<file path="config.mk">
export PLATFORM = sky130hd
export DESIGN_NAME = register_file
export DESIGN_NICKNAME = d
export VERILOG_FILES = /design/src/rtl/register_file_pkg.sv /design/src/rtl/register_file.sv
export SDC_FILE = /design/constraint.sdc
export NUM_CORES = 2
export LEC_CHECK = 0
export ABC_AREA = 1
export CAP_MARGIN = 25
export CORE_AREA = 2 2 379 381
export CTS_CLUSTER_SIZE = 40
export DETAILED_ROUTE_END_ITERATION = 6
export DIE_AREA = 0 0 381 383
export SYNTH_ARGS = -nofsm -noshare
export SYNTH_HDL_FRONTEND = slang
export SYNTH_SLANG_ARGS = --single-unit
</file>
<file path="constraint.sdc">
create_clock -name clk -period 31.6 [get_ports clk]
set_input_delay 3.16 -clock clk [delete_from_list [all_inputs] [get_ports clk]]
set_output_delay 3.16 -clock clk [all_outputs]
set_load 0.01 [all_outputs]
</file>
<file path="src/rtl/register_file_pkg.sv">
// register_file_pkg
//   Shared constants for the MIPS general-purpose register file: default
//   geometry, the hardwired-zero index and a few named ABI registers.
package register_file_pkg;

    localparam int DATA_WIDTH_DEF = 32;
    localparam int ADDR_WIDTH_DEF = 5;
    localparam int NUM_REGS       = 32;

    // $zero: reads as 0, writes discarded
    localparam logic [4:0] ZERO_REG = 5'd0;

    // Named MIPS indices used by the rest of the datapath
    localparam logic [4:0] REG_SP = 5'd29;
    localparam logic [4:0] REG_RA = 5'd31;

endpackage

</file>
<file path="src/rtl/register_file.sv">
// register_file
//   Dual-read, single-write general-purpose register file for the MIPS
//   datapath. Writes commit on the falling edge of clk so that a value
//   written in the first half-cycle is readable in the second half.
//   Reads are purely combinational. Register 0 always reads as zero.
//
// Ports
//   clk              clock; writes commit on falling edge
//   rst              async active-high reset, clears every register
//   readRegister1/2  source operand indices
//   readData1/2      source operand data (combinational)
//   writeRegister    destination index
//   writeBack        data to write
//   RegisterWrite    write enable
//   MemoryToRegister, MemoryWrite, Branch, ALUSrc
//                    decoder controls routed here; reserved, no effect
module register_file
    import register_file_pkg::*;
#(
    parameter int DATA_WIDTH = DATA_WIDTH_DEF,
    parameter int ADDR_WIDTH = ADDR_WIDTH_DEF
) (
    input  logic                  clk,
    input  logic                  rst,
    input  logic [ADDR_WIDTH-1:0] readRegister1,
    input  logic [ADDR_WIDTH-1:0] readRegister2,
    input  logic [ADDR_WIDTH-1:0] writeRegister,
    output logic [DATA_WIDTH-1:0] readData1,
    output logic [DATA_WIDTH-1:0] readData2,
    input  logic [DATA_WIDTH-1:0] writeBack,
    input  logic                  RegisterWrite,
    input  logic                  MemoryToRegister,
    input  logic                  MemoryWrite,
    input  logic                  Branch,
    input  logic                  ALUSrc
);

    localparam int REGS = 1 << ADDR_WIDTH;
    localparam logic [ADDR_WIDTH-1:0] ZERO_IDX = ADDR_WIDTH'(ZERO_REG);

    logic [DATA_WIDTH-1:0] regFile [REGS];

    logic writeEn;
    assign writeEn = RegisterWrite && (writeRegister != ZERO_IDX);

    // Falling-edge commit: write in first half-cycle, read in the second.
    // Reset is asynchronous and beats any write on the same edge.
    always_ff @(negedge clk or posedge rst) begin
        if (rst) begin
            for (int i = 0; i < REGS; i++) begin
                regFile[i] <= '0;
            end
        end else if (writeEn) begin
            regFile[writeRegister] <= writeBack;
        end
    end

    // Index 0 is forced to zero at the read mux rather than relying on the
    // stored entry, so $zero holds regardless of what sits in regFile[0].
    always_comb begin
        readData1 = '0;
        readData2 = '0;
        if (readRegister1 != ZERO_IDX) readData1 = regFile[readRegister1];
        if (readRegister2 != ZERO_IDX) readData2 = regFile[readRegister2];
    end

    // Reserved decoder controls: intentionally sunk here
    logic unusedCtrl;
    assign unusedCtrl = &{1'b0, MemoryToRegister, MemoryWrite, Branch, ALUSrc};

endmodule

</file>
# == Yosys cells after proc, flatten, opt, wreduce, memory -nomap -nowiden ==
# Index checks and enable logic that the tools add are counted.
# Widths: inputs -> output; s select.
# word_totals
register_bits,1024
wordCells,55
# op_classes
magnitude_cmp,4
n_mux,11
bitwise,3
n_reduce_logical,5
# ops
op,n
$bwmux 1024,1
$bmux 32 s5,2
$mux 32,7
$demux 32 s5,1
$ge 6x6->1 const B,3
$not 5->6,3
$reduce_bool 5->1,3
$lt 6x1->1 const B,1
$logic_and 1x1->1,2

# == Logic depth before layout (Yosys ltp) ==
# depth
word_depth,6
ltp_mapped,12

==> flow_summary.ini <==
[timing]
finalHoldViolCount = 0
maxSlewViolCount = 0
tightestPinTransition_ns = 1.138
fin_hold_ws_ns = 0.3473
finalSetupViolCount = 0
finalClockSkew_ns = 0
grt_setup_unrepaired = false
slew_headroom_pct = 24.15
tns_ns = 0
setup_ws_ns = 9.500

[yosys]
netlist_instances = 8291
ys_seq_elements = 1024
synth_top_cell_area_share_pct = 45.47
yosysWarnings = 0
synth.avg_cell_area_um2 = 6.797
syn_area_mm2 = 0.05635
yosysTopAreaCell = dfrtn_1
seq_area_frac_synth_pct = 45.47
synth.distinct_cells = 17
synthTopCellsByArea = dfrtn_1 (45%), nand2_1 (22%), nand3_1 (12%)
syn-num-nets = 8345

[clock_network]
cts_tree = yes
post_cts_resized = 0
cts_setup_buffers = 0
clk_latency_ns = 0.68
clk_pin_slew_ns = 0.05
clkSinkCount = 1024
h-tree-depth = 3
cts_made_buffers = 114
cts_hold_buf = 0
cts_buffer_depth = 3
root_buffer = clkbuf_16

[placed_design]
place_ws_ns = 9.107
io_buffers = 113
dpl_cell_area_mm2 = 0.05803
dpl.hpwl_mm = 109.6
dp_cells = 9631
gp_congestion = 0.8186

[die]
die_area_mm2 = 0.1459
io_pins = 118
coreArea_mm2 = 0.1423
fp.dieW_um = 381
rows = 139
die_h_um = 383
initial_core_util_pct = 39.61

[pwr]
vdd_drop_max_uv = 45.32
power.total_mw = 3.930
powerDensity_mw_per_mm2 = 63.23
power.leakage_nw = 29.08

[global_routing]
grt_pass1_wl_mm = 335.7
grt_start_max_net_pins = 165
grt_pass1_vias = 52770
grt_overflow_total = 0
antenna_found_initial = 1
grt.total_usage_pct = 30.02

[final_layout]
drive_above_1_share_pct = 4.150
area_growth_pct = 10.31
fillers = 14720
stdcell_count = 9855
post-route-util_pct = 43.69
fin_nets = 7910
largest_register = regFile
largest_reg_flops = 1024
reg_top3 = regFile x1024
fin_area_mm2 = 0.06216

[drt]
wirelength_mm = 223.1
drcViolationCount = 0
viasPerCell = 5.727
firstDrtPassIters = 6
vias = 56440
wl_per_cell_um = 22.64
drtAntennaViolNets = 0
drt-initial-drc-count = 7199

[worst_setup_path]
cp_data_arrival_time_ns = 18.94
crit_required_ns = 28.44
cp-start-kind = flop
cp_max_fo = 3
endpoint_kind = output port
critPathKind = flop to output port

[job]
maxCapViolations = 0

[status]
status = complete, no violations

[worst_hold_path]
hold_class = flop to flop
[report_power, final]
group | internal [mW] | switching [mW] | total, mW | leakage, nW
Clock | 0.823 | 0.578 | 1.40 | 1.92
Combinational | 0.278 | 0.480 | 0.757 | 14.0
Sequential | 1.58 | 0.187 | 1.77 | 13.2
Total | 2.69 | 1.24 | 3.93 | 29.1
[critical path, cell delays in order (launching register included)]
cell and delay [ns]:
dfrtn_1 0.43, nand2_1 0.06, nand3_1 0.12, nand3_1 0.09, nand2_1 0.09, nand2_1 0.05, nand3_1 0.13, nand2_1 0.08
nor2_1 0.71, clkdlybuf4s50_1 0.69
[cells in the mapped netlist, drive strengths merged]
library cell and number:
nor2 428, clkinv 2, nand2 3358, nor4 1, buf 170, o21ai 964, nor3b 1, nor3 9
dfrtn 1024, a21oi 276, clkbuf 588, nand3 1384, inv 86
[cell families (layout without fill, tap and decap cells)]
logic type / after synthesis / count (layout) / synth area share, %
compound gates: 1240 / 1240 / 11.01
buf+inv: 846 / 506 / 5.835
flops: 1024 / 1024 / 45.47
other cells: 0 / 1 / 0
simple gates: 5181 / 5181 / 37.68
[final timing paths]
check                           slack [ns]                   endpoint                       from  depth (start not counted)
worst min-delay path                  0.35  regFile[1023]$_DFFE_NP0P_  regFile[1023]$_DFFE_NP0P_                          0
worst max-delay path                  9.50              readData2[17]   regFile[465]$_DFFE_NP0P_                          9
worst min register to register        0.35  regFile[1023]$_DFFE_NP0P_  regFile[1023]$_DFFE_NP0P_                          0
min in group asynchronous            18.79   regFile[955]$_DFFE_NP0P_                        rst                          3
max in group asynchronous            10.57   regFile[516]$_DFFE_NP0P_                        rst                          5
worst max register to register       30.80   regFile[248]$_DFFE_NP0P_   regFile[248]$_DFFE_NP0P_                          2
[cell usage in the layout, fill, tap and decap left out, drive strengths merged]
| cell | synthesis | routed |
|---|---|---|
| a21oi | 276 | 276 |
| buf | 170 | 103 |
| bufinv | 0 | 9 |
| clkbuf | 588 | 181 |
| clkdlybuf4s50 | 0 | 103 |
| clkinv | 2 | 19 |
| clkinvlp | 0 | 2 |
| dfrtn | 1024 | 1024 |
| diode | 0 | 1 |
| inv | 86 | 89 |
| nand2 | 3358 | 3358 |
| nand3 | 1384 | 1384 |
| nor2 | 428 | 428 |
| nor3 | 9 | 9 |
| nor3b | 1 | 1 |
| nor4 | 1 | 1 |
| o21ai | 964 | 964 |
[metal layers]
layer	up-vias	global-route usage, %	part of all wire [%]
met5	-	0	0
met1	26810	41.64	42
met2	3104	46.88	44
met4	0	10.75	3.8
met3	485	5.514	11
li1	26040	-	-
[final cells by class]
class	instances	area, µm²	share of cell area, %
tap	1903	2381	3.830
inverter	88	380.4	0.6119
antenna	1	2.502	0.004026
sequential	1024	25620	41.22
clock buffer	180	3473	5.588
timing repair buffer	207	2221	3.573
multi-input combinational	6421	27660	44.49
clock inverter	31	420.4	0.6763
(Power assumes the default switching activity.)
